File: src/rtl/key_ctrl.sv
// key_ctrl: front-panel key conditioner for the up/down display counter.
// Two raw push-buttons are polarity-corrected, synchronised, debounced and
// turned into level controls: direction (1 = up) and run (1 = counting).
// Optional macro KEY_LONG_CLR_EN: holding the run key for LONG_CYCLES emits
// a one-cycle clr pulse, and run then toggles on release of a short press only.
// Without the macro clr is tied 0 and run toggles on the press event.
module key_ctrl #(
    parameter int DEB_CYCLES     = 20000,
    parameter int LONG_CYCLES    = 2000000,
    parameter int KEY_ACTIVE_LOW = 1
) (
    input  logic       clk,
    input  logic       rst,
    input  logic       key_dir,
    input  logic       key_run,
    output logic       direction,
    output logic       run,
    output logic [1:0] key_state,
    output logic       clr
);

    localparam int CW = $clog2(DEB_CYCLES + 1);
    localparam logic [CW-1:0] CNT_ONE = CW'(1);
    localparam logic [CW-1:0] DEB_MAX = CW'(DEB_CYCLES);

    typedef enum logic [1:0] {
        RELEASED,
        PRESS_WAIT,
        PRESSED,
        RELEASE_WAIT
    } deb_state_e;

    // Bit 0 is the dir key, bit 1 the run key; 1 always means "pressed".
    logic [1:0]    raw_pressed;
    logic [1:0]    sync1_q;
    logic [1:0]    sync2_q;
    deb_state_e    state_q [2];
    logic [CW-1:0] cnt_q   [2];
    logic [CW-1:0] cnt_inc [2];
    logic [1:0]    key_state_q;
    logic [1:0]    press_evt;
    logic [1:0]    rel_evt;
    logic          direction_q;
    logic          run_q;

    assign raw_pressed = (KEY_ACTIVE_LOW != 0) ? ~{key_run, key_dir} : {key_run, key_dir};

    // Two-flop synchroniser; resets to "released" so a held key must re-debounce.
    always_ff @(posedge clk or posedge rst) begin
        if (rst) begin
            sync1_q <= 2'b00;
            sync2_q <= 2'b00;
        end else begin
            sync1_q <= raw_pressed;
            sync2_q <= sync1_q;
        end
    end

    // Accept strobes: fire on the edge where the stable count reaches DEB_CYCLES.
    always_comb begin
        press_evt = 2'b00;
        rel_evt   = 2'b00;
        for (int k = 0; k < 2; k++) begin
            cnt_inc[k] = cnt_q[k] + CNT_ONE;
            case (state_q[k])
                RELEASED:     press_evt[k] = sync2_q[k] && (CNT_ONE >= DEB_MAX);
                PRESS_WAIT:   press_evt[k] = sync2_q[k] && (cnt_inc[k] >= DEB_MAX);
                PRESSED:      rel_evt[k]   = !sync2_q[k] && (CNT_ONE >= DEB_MAX);
                RELEASE_WAIT: rel_evt[k]   = !sync2_q[k] && (cnt_inc[k] >= DEB_MAX);
                default:      ;
            endcase
        end
    end

    // Per-key debounce FSM; counter returns to 0 on bounce or on acceptance.
    always_ff @(posedge clk or posedge rst) begin
        if (rst) begin
            for (int k = 0; k < 2; k++) begin
                state_q[k] <= RELEASED;
                cnt_q[k]   <= '0;
            end
            key_state_q <= 2'b00;
        end else begin
            for (int k = 0; k < 2; k++) begin
                case (state_q[k])
                    RELEASED: begin
                        if (press_evt[k]) begin
                            state_q[k] <= PRESSED;
                            cnt_q[k]   <= '0;
                        end else if (sync2_q[k]) begin
                            state_q[k] <= PRESS_WAIT;
                            cnt_q[k]   <= CNT_ONE;
                        end
                    end
                    PRESS_WAIT: begin
                        if (!sync2_q[k]) begin
                            state_q[k] <= RELEASED;
                            cnt_q[k]   <= '0;
                        end else if (press_evt[k]) begin
                            state_q[k] <= PRESSED;
                            cnt_q[k]   <= '0;
                        end else begin
                            cnt_q[k]   <= cnt_inc[k];
                        end
                    end
                    PRESSED: begin
                        if (rel_evt[k]) begin
                            state_q[k] <= RELEASED;
                            cnt_q[k]   <= '0;
                        end else if (!sync2_q[k]) begin
                            state_q[k] <= RELEASE_WAIT;
                            cnt_q[k]   <= CNT_ONE;
                        end
                    end
                    RELEASE_WAIT: begin
                        if (sync2_q[k]) begin
                            state_q[k] <= PRESSED;
                            cnt_q[k]   <= '0;
                        end else if (rel_evt[k]) begin
                            state_q[k] <= RELEASED;
                            cnt_q[k]   <= '0;
                        end else begin
                            cnt_q[k]   <= cnt_inc[k];
                        end
                    end
                    default: begin
                        state_q[k] <= RELEASED;
                        cnt_q[k]   <= '0;
                    end
                endcase
            end
            key_state_q <= (key_state_q | press_evt) & ~rel_evt;
        end
    end

`ifdef KEY_LONG_CLR_EN
    localparam int HW = $clog2(LONG_CYCLES + 1);
    localparam logic [HW-1:0] LONG_MAX = HW'(LONG_CYCLES);

    logic [HW-1:0] hold_q;
    logic [HW-1:0] hold_inc;
    logic          clr_q;
    logic          holding;

    assign hold_inc = hold_q + HW'(1);
    assign holding  = key_state_q[1] && !rel_evt[1];

    // Run-key hold timer: restarts on press, saturates at LONG_CYCLES, fires clr once.
    always_ff @(posedge clk or posedge rst) begin
        if (rst) begin
            hold_q <= '0;
            clr_q  <= 1'b0;
        end else begin
            clr_q <= 1'b0;
            if (press_evt[1]) begin
                hold_q <= '0;
            end else if (holding && (hold_q != LONG_MAX)) begin
                hold_q <= hold_inc;
                clr_q  <= (hold_inc == LONG_MAX);
            end
        end
    end

    // Direction toggles on dir press; run toggles on release of a short hold only.
    always_ff @(posedge clk or posedge rst) begin
        if (rst) begin
            direction_q <= 1'b1;
            run_q       <= 1'b1;
        end else begin
            if (press_evt[0]) direction_q <= ~direction_q;
            if (rel_evt[1] && (hold_q < LONG_MAX)) run_q <= ~run_q;
        end
    end

    assign clr = clr_q;
`else
    // Direction and run each toggle on their key's press event.
    always_ff @(posedge clk or posedge rst) begin
        if (rst) begin
            direction_q <= 1'b1;
            run_q       <= 1'b1;
        end else begin
            if (press_evt[0]) direction_q <= ~direction_q;
            if (press_evt[1]) run_q       <= ~run_q;
        end
    end

    assign clr = 1'b0;
`endif

    assign direction = direction_q;
    assign run       = run_q;
    assign key_state = key_state_q;

endmodule

File: config.mk
export PLATFORM = sky130hd
export DESIGN_NAME = key_ctrl
export DESIGN_NICKNAME = d
export VERILOG_FILES = /design/src/rtl/key_ctrl.sv
export SDC_FILE = /design/constraint.sdc
export NUM_CORES = 1
export LEC_CHECK = 0
export BUFFER_PORTS_ARGS = -buffer_cell sky130_fd_sc_hd__buf_2
export CAP_MARGIN = 20
export CORE_MARGIN = 4
export CORE_UTILIZATION = 46
export CTS_CLUSTER_SIZE = 16
export DETAILED_ROUTE_END_ITERATION = 8
export GPL_TIMING_DRIVEN = 0
export PLACE_DENSITY = 0.65
export SLEW_MARGIN = 5
export SYNTH_ARGS = -nofsm -noshare
export SYNTH_HDL_FRONTEND = slang
export SYNTH_SLANG_ARGS = --single-unit
File: constraint.sdc
create_clock -name clk -period 3.32 [get_ports clk]
set_clock_uncertainty 0.2 [all_clocks]
set_input_delay 0.664 -clock clk [delete_from_list [all_inputs] [get_ports clk]]
set_output_delay 0.664 -clock clk [all_outputs]
set_load 0.03 [all_outputs]
==> summary.md, run 1 <==
The instance count of the mapped netlist is 282. Leakage power: 1.21 nW. The root buffer cell chosen for the clock tree is sky130_fd_sc_hd__clkbuf_8. The synthesized-area fraction occupied by adder cells came out at 0.0195.

The post-synthesis register bit count is 42. The post-route minimum period is 3090 ps. TritonCTS built the clock tree.

From bottom edge to top edge, the die measures 82.7 um. The number of optimization iterations in the first detailed-route pass was 4; the global routing usage on met3 was 0.0315. Walking the worst path, the cells encountered are ha_1 -> nand4_1 -> nor4_4 -> nor3_1 -> a311o_2 -> and3b_1 -> buf_6 -> and3_1 -> a221o_1. In the final timing run, aggregate negative setup slack is 0 ps. For this run, design rule violations remaining after detail routing come to 0. Setup repair after global routing left no endpoint under its margin. The tools report the number of max-slew violations in the final report as 0. Ranked by total cell area, the synthesized netlist is headed by sky130_fd_sc_hd__dfrtp_1 39%, sky130_fd_sc_hd__nand3_1 5.1%, sky130_fd_sc_hd__nand2_1 4.7%.

The unique cell type count in the Yosys netlist was 60; the average wire per cell in the routed design was 14.5 um. From synthesis to final layout, the design area changed by 10.6%. The tools report the count of endpoints failing hold in the final timing report as 0. Final worst setup slack: 231 ps. Routability congestion estimate: 0.824. Summing every instance area after synthesis gives 2570 um2. Detailed routing inserted a total of 2146 vias. The repair_antennas step left the layout with diodes totalling 0. The logs give 42 for the number of sinks handled by clock tree synthesis and 3.78 mm for the sum of net half-perimeters after detailed placement. Aggregate routed wire length: 5.36 mm. The path class of the tightest hold or removal check is in -> async.

At the pin with the least slew margin, the transition time is 507 ps. The final period utilization was 0.931; the minimum setup slack after placement was 119 ps. The library cell occupying the most area in the post-synthesis netlist is sky130_fd_sc_hd__dfrtp_1. The number of top-level design ports was 9; the total power density per cell area was 334 nW/um2. In this run, post-CTS hold repair placed 0 buffers. The share of cell area taken by muxes after synthesis was 0.0205. The via-per-instance ratio was 5.80.

The sequential standard cell area is 1050 um2, and the overall fraction of global-route tracks in use is 0.180. By count the netlist is led by 40 x sky130_fd_sc_hd__dfrtp_1, 32 x sky130_fd_sc_hd__nand2_1, 26 x sky130_fd_sc_hd__nand3_1, 14 x sky130_fd_sc_hd__nor2_1, 13 x sky130_fd_sc_hd__clkbuf_1. In this run the horizontal extent of the chip is 82.7 um. The logs give 158 for the violation count after the first detailed-route iteration and 3060 ps for the arrival time of data at the critical path endpoint. The worst-path cell with the longest stage delay is sky130_fd_sc_hd__dfrtp_1.

The maximum number of pins on one net before global-route repair is 30, and the reported max-cap violation count is 0. The synthesized design contains 0 enable-type register cells. For this run, the post-layout net count is 307.

Row generation in the floorplan step produced 26 rows. The detail route stage leaves a number of antenna-violating nets equal to 0. The number of inserted filler cells in the final layout is 511. The type of destination of the critical path is a flop.

The number of CTS-inserted buffers is 5, and the depth of the CTS H-tree is 2. For the top achievable clock speed, the log shows 324 MHz. The insertion delay to the later sink of the worst-skew pair is 300 ps. Summing all multi-input logic gate instances after layout gives 1410 um2. The first global-routing pass estimated 9.63 mm of wire. The worst relative slew slack was 0.659.

For this run, the slowest stage of the critical path takes 530 ps. The run gives 3290 ps as the required arrival time at the worst endpoint. After clock tree synthesis, the clock-pin slew on the worst setup and hold paths is 90 ps. A synthesized cell averages 9.10 um2.

The share of post-route cells with drive strength above 1 was 0.150; the placeable core region was 5270 um2. The tools report the sequential-to-total area share from yosys stat as 0.410. Dominant delay contributor by cell family on the critical path: simple AND/OR/NAND/NOR gates. The clock tree buffer depth was 2; the maximum net fanout on the critical path was 10. The tools report the synthesis warning total as 0. The number of nets handed over by synthesis was 290.

The simple logic cell fraction of the synthesized area was 0.268. Area fraction in compound gates after synthesis: 0.174. For the effective utilization at floorplan, the log shows 0.487.

The run gives 0 as the number of setup violations in the final report. The category of the critical setup timing path is reg -> reg. The leading cell type by number of instances after synthesis was sky130_fd_sc_hd__dfrtp_1. The most used flip-flop cell after synthesis is sky130_fd_sc_hd__dfrtp_1.

The area share of the largest cell type after synthesis is 0.390, and the async set-or-reset flop fraction in the synthesized netlist is 1.00. The category of the worst setup path launch point was a flop. The number of antenna violations at the first check in global routing came out at 0.

The tools report the number of global-route vias before repair as 2017. The xor and xnor fraction of the mapped netlist area is 0.0546, and the residual overflow from global routing is 0. By area, the combinational part of the netlist is dominated by simple AND/OR/NAND/NOR gates. The met1 track utilization from global routing is 0.264, and the number of buffers and inverters on the critical path is 1.

The run finished with clean final reports. The met2 capacity usage during global routing is 0.273. VDD sags by at most 0.000317 V. The die outline area was 6840 um2; the number of I/O port buffers was 7. In this run the most used layer during global routing was met2.
## kinds of logic after synthesis
kind of cell    count (synthesis)
flops                          42
mux                             5
compound gates                 60
fa+ha+maj                       4
xor+xnor                       16
simple gates                  123
other cells                     1
buf+inv                        31
## power breakdown
group | internal [W] | switching [W] | leakage [nW]
clock network | 0.000148 | 0.000184 | 0.0441
logic | 0.0000266 | 0.0000457 | 0.602
registers | 0.000523 | 0.0000203 | 0.559
## flip-flops by register name (all words and copies together) (netlist names), named ones only
| signal | cells |
|---|---|
| state_q | 2 |
| direction | 1 |
| run | 1 |
| sync1_q | 2 |
| cnt_q | 30 |
| sync2_q | 2 |
| key_state | 2 |
## placed cells by master (no fill, tap or decap), drive strengths merged, types with 6 or more instances in the layout
master and instances:
a22o 6, and4 7, buf 15, clkbuf 19
dfrtp 40, inv 12, nand2 32, nand3 27
nand4 11, nor2 14, o21ai 11, o311ai 6
xnor2 10, xor2 6
## worst paths after layout
path,start,to,slack (ps),depth (start not counted)
max,cnt_q[0]$_DFFE_PP0P_,cnt_q[10]$_DFFE_PP0P_,230,9
min,rst,asynchronous set/reset pin,120,2
max reg2reg,cnt_q[0]$_DFFE_PP0P_,cnt_q[10]$_DFFE_PP0P_,230,9
min reg2reg,sync1_q[0]$_DFF_PP0_,sync2_q[0]$_DFF_PP0_,160,0
max in group asynchronous,rst,direction$_DFFE_PP1P_,2280,3
min in group clk,sync1_q[0]$_DFF_PP0_,sync2_q[0]$_DFF_PP0_,160,0
## metal layers
metal | wire [um] | up-vias
li1 | - | 1074
met1 | 2780 | 1015
met2 | 2310 | 52
met3 | 217 | 5
met4 | 47 | 0
met5 | 0 | -
## layout make-up
class	count	area share
Tap cell	70	0.0308
Sequential cell	42	0.371
Clock inverter	3	0.00749
Inverter	12	0.0159
Clock buffer	5	0.0242
Buffer	19	0.0308
Timing Repair Buffer	10	0.0247
Multi-Input combinational cell	209	0.495
## metrics by stage
stage | hold slack (ps) | power, W | cell area, um2 | std cells | utilization
CTS | 122 | 0.000960 | 2800 | 368 | 0.531
global placement | 137 | 0.000618 | 2690 | 359 | 0.510
floorplan | 131 | 0.000598 | 2570 | 282 | -
detailed placement | 140 | 0.000624 | 2710 | 360 | 0.514
global route | 130 | 0.000998 | 2840 | 370 | 0.539
finish | 117 | 0.000948 | 2840 | 370 | 0.539
## repair_timing
item	in CTS	in global routing
setup buffers	0	2
endpoints found under the setup margin	0	11
gates resized for setup	0	6
(Power assumes the default switching activity.)
==> run 2: changes to the inputs <==
--- a/config.mk
+++ b/config.mk
@@ -5,6 +5,7 @@
 export SDC_FILE = /design/constraint.sdc
 export NUM_CORES = 1
 export LEC_CHECK = 0
+export ABC_AREA = 1
 export BUFFER_PORTS_ARGS = -buffer_cell sky130_fd_sc_hd__buf_2
 export CAP_MARGIN = 20
 export CORE_MARGIN = 4
==> run 2 against run 1 <==
Final cell count grew 15%. Combinational power grew to 6.7 times the previous value. Sequential share of layout area is 0.32 points lower. Global-route usage down 1.7 points. Total power up 60%. Critical path depth is 4 higher. First-iteration DRC count decreased by 41%. Synthesized area grew 1.4%. Via count is 0.61% higher. Largest cell class unchanged. Largest power group unchanged.
==> summary.md, run 2 <==
On the critical path the largest part of the delay comes from simple AND/OR/NAND/NOR gates. For the number of sinks handled by clock tree synthesis, the log shows 42 (unchanged). The average wire per cell in the routed design was 12.2 um (-16%). The tools report the reported max-cap violation count as 0 (unchanged). The type of the tightest min-delay check was reg -> reg.

The number of non-filler instances in the completed layout was 425 (+15%); the aggregate routed wire length was 5.18 mm (-3.2%). Hold slack: 157 ps (+40.1 ps). The maximum VDD drop is 0.000399 V (+26%), and the switching share of power is 0.384 (+0.120). The insertion delay to the later sink of the worst-skew pair came out at 290 ps (about the same). The tools report the global-route wire length before repair as 9.61 mm (-0.15%).

The overall fraction of global-route tracks in use was 0.163 (-0.0168). The sequential-to-total area share from yosys stat came out at 0.405 (-0.00572). The fraction of power consumed by the clock network is 0.266 (-0.084), and the number of enable-type register cells in the synthesized netlist is 0 (unchanged). For the instance count of the mapped netlist, the log shows 337 (+20%). The tools report the clock tree buffer depth as 2 (unchanged). The post-route minimum period was 2290 ps (-798 ps). In the synthesized netlist, the cells that appear most often are 99 x sky130_fd_sc_hd__nand2_1, 41 x sky130_fd_sc_hd__inv_1, 40 x sky130_fd_sc_hd__dfrtp_1, 32 x sky130_fd_sc_hd__nand3_1, 25 x sky130_fd_sc_hd__nor2_1.

The logs give 0.413 (-0.160) for the sequential cell fraction of total power and 9 (unchanged) for the number of top-level design ports. For the cell area after synthesis, the log shows 2600 um2 (+1.4%). The combinational cell fraction of total power is 0.321 (+0.245), and the number of CTS-inserted buffers is 5 (unchanged).

Among all flip-flop cells after synthesis, the most frequent one is sky130_fd_sc_hd__dfrtp_1. The register-to-register setup slack came out at 1030 ps (+800 ps). The number of resized instances in the post-cts repair step came out at 0 (unchanged). The total power density per cell area works out to 528 nW/um2 (+58%). In the layout the commonest cells are 99 x sky130_fd_sc_hd__nand2_1, 40 x sky130_fd_sc_hd__inv_1, 40 x sky130_fd_sc_hd__dfrtp_1. The number of max-slew violations in the final report was 0 (unchanged); the async set-or-reset flop fraction in the synthesized netlist was 1.00 (unchanged). The run gives 0.856 (+3.8%) as the routability congestion estimate. The residual DRC count is 0 (unchanged).

For the routed via count, the log shows 2159 (+0.61%). The tools report the arrival time of data at the critical path endpoint as 2240 ps (-820 ps). The floorplan die height came out at 83.2 um (+0.63%). The number of placement rows is 27 (+3.8%).

The cell internal power dissipation is 0.000932 W (+34%), and the area share of the largest cell type after synthesis is 0.384 (-0.00543). Setup repair after global routing left no endpoint under its margin. Worst relative slew slack: 0.485 (-0.174).

The most common cell in the synthesized netlist is sky130_fd_sc_hd__nand2_1. Traced cell by cell, the critical path runs through ha_1 -> nand3_1 -> nor2_1 -> nand3_1 -> nand2_1 -> nand2_1 -> nor2_1 -> nand2_1 -> nand2_1 -> nand2_2 -> nand2_4 -> buf_6 -> o22ai_2. The logs give 0.000582 W (+130%) for the switching power and 94 (-41%) for the violation count after the first detailed-route iteration. STA classifies the critical path startpoint as a flop.

The number of flip-flops under the largest register name was 30 (unchanged). The number of antenna violations at the first check in global routing was 0 (unchanged); the maximum net fanout on the critical path was 10 (unchanged). Final worst setup slack: 1030 ps (+798 ps). The largest individual stage delay along the critical path comes from the cell sky130_fd_sc_hd__dfrtp_1. After synthesis, the cell types taking the most area are sky130_fd_sc_hd__dfrtp_1 38%, sky130_fd_sc_hd__nand2_1 14%, sky130_fd_sc_hd__o22ai_2 9.6%.

The post-synthesis register bit count came out at 42 (unchanged). The required arrival time at the worst endpoint came out at 3270 ps (-20 ps). The number of global-route vias before repair is 2198 (+9.0%). The type of destination of the critical path is a flop. The tools report the die outline area as 6930 um2 (+1.3%). The worst-margin pin slew is 772 ps (+265 ps). The flow ran to the end, and the final reports show no timing, DRC or antenna violations. The unique cell type count in the Yosys netlist came out at 29 (-52%). By instance count, the cell type seen most on the critical path is sky130_fd_sc_hd__nand2_1.

The clock-pin slew of the registers on the worst-case setup and hold paths is 80 ps (about the same), and the x dimension of the die is 83.2 um (+0.63%). The number of inserted filler cells in the final layout was 532 (+4.1%). The synthesis warning total came out at 0 (unchanged).

For the top achievable clock speed, the log shows 436 MHz (+35%). The library cell occupying the most area in the post-synthesis netlist is sky130_fd_sc_hd__dfrtp_1. The synthesized net count is 345 (+19%), and the number of optimization iterations in the first detailed-route pass is 4 (unchanged). For the setup fix buffers added after clock tree synthesis, the log shows 0 (unchanged).

Count of endpoints failing hold in the final timing report: 0 (unchanged). The via-per-instance ratio works out to 5.08 (-12%). Depth of the CTS H-tree: 2 (unchanged). The tools report the leakage power as 1.23 nW (+1.8%).

The cell total after placement is 417 (+16%). The tools report the sum of net half-perimeters after detailed placement as 3.81 mm (+0.74%). The remaining number of nets flagged by the antenna check after routing is 0 (unchanged). The mean instance size in the synthesized netlist is 7.73 um2 (-15%), and the total power after layout is 0.00151 W (+60%). The tools report the number of setup violations in the final report as 0 (unchanged). The number of I/O port buffers came out at 7 (unchanged).

The number of antenna cells inserted is 0 (unchanged). The layout overhead on the synthesized area works out to 10.0%. The maximum number of pins on one net before global-route repair is 24 (-20%).

The most common cell after layout, fill and taps aside was sky130_fd_sc_hd__nand2_1. The largest stage delay on the critical path is 420 ps (-110 ps). TritonCTS built the clock tree.

Clock tree root buffer cell: sky130_fd_sc_hd__clkbuf_8. The number of buffers and inverters on the critical path is 1 (unchanged), and the minimum setup slack after placement is 1040 ps (+925 ps). The setup path with the least slack is of type reg -> reg.

The tools report the effective utilization at floorplan as 0.473 (-0.0143). The final period utilization was 0.690 (-0.240); the share of post-route cells with drive strength above 1 was 0.184 (+0.0341). Number of hold buffers added after CTS: 0 (unchanged).

The sum of negative setup slack was 0 ps (unchanged); the residual overflow from global routing was 0 (unchanged). For the placeable core region, the log shows 5510 um2 (+4.5%). More flip-flops sit in one register than any other, and that register is cnt_q. The number of nets in the finished design was 360 (+17%).
## run 2: cell types whose count changed after synthesis, moves of 8 or more
cell                       change
sky130_fd_sc_hd__o22ai_2      +20
sky130_fd_sc_hd__clkbuf_1     -10
sky130_fd_sc_hd__inv_1        +29
sky130_fd_sc_hd__nand2_1      +67
sky130_fd_sc_hd__xnor2_1       -8
sky130_fd_sc_hd__nor2_1       +11
## run 2: stage by stage
| step | utilization | area [um2] |
|---|---|---|
| finish | 0.520 | 2870 |
| floorplan | - | 2600 |
| global placement | 0.496 | 2730 |
| CTS | 0.520 | 2870 |
| global route | 0.520 | 2870 |
| detailed placement | 0.501 | 2760 |
## run 2: final timing paths
| kind | startpoint | endpoint | cells past startpoint |
|---|---|---|---|
| setup / recovery | cnt_q[0]$_DFFE_PP0P_ | cnt_q[11]$_DFFE_PP0P_ | 13 |
| hold / removal | sync1_q[1]$_DFF_PP0_ | sync2_q[1]$_DFF_PP0_ | 0 |
| setup reg to reg | cnt_q[0]$_DFFE_PP0P_ | cnt_q[11]$_DFFE_PP0P_ | 13 |
| hold reg to reg | sync1_q[1]$_DFF_PP0_ | sync2_q[1]$_DFF_PP0_ | 0 |
| max in group asynchronous | rst | cnt_q[13]$_DFFE_PP0P_ | 3 |
| min in group asynchronous | rst | cnt_q[29]$_DFFE_PP0P_ | 2 |
## run 2: logic make-up after synthesis
logic type,after synthesis,share of synthesized area
AOI/OAI and AO/OA,47,0.149
xor gates and xnor gates,8,0.0269
adders and majority gates,4,0.0192
buffers and inverters,51,0.0846
DFF,42,0.405
other,1,0.00144
and+or+nand+nor,184,0.314
## run 2: final cells by class
cell class | count | area (um2) | area share
Tap cell | 72 | 90.1 | 0.0314
Timing Repair Buffer | 8 | 62.6 | 0.0218
Multi-Input combinational cell | 244 | 1330 | 0.464
Buffer | 7 | 55.1 | 0.0192
Clock buffer | 5 | 68.8 | 0.0240
Clock inverter | 3 | 40.0 | 0.0140
Inverter | 44 | 165 | 0.0576
Sequential cell | 42 | 1050 | 0.368
## run 2: power by group through the flow
stage	Combinational, W	Sequential (W)	Clock [W]
after floorplan	0.000379	0.000620	0
after CTS	0.000490	0.000626	0.000416
after global routing	0.000550	0.000638	0.000442
final	0.000486	0.000626	0.000402
after detailed placement	0.000485	0.000636	0
after global placement	0.000478	0.000634	0
## run 2: per-layer routing
| layer | share of wire | global-route usage | wire length, um |
|---|---|---|---|
| met1 | 0.48 | 0.200 | 2470 |
| met5 | 0 | 0 | 0 |
| met2 | 0.50 | 0.297 | 2570 |
| met3 | 0.018 | 0.0288 | 92 |
| met4 | 0.010 | 0.0386 | 53 |
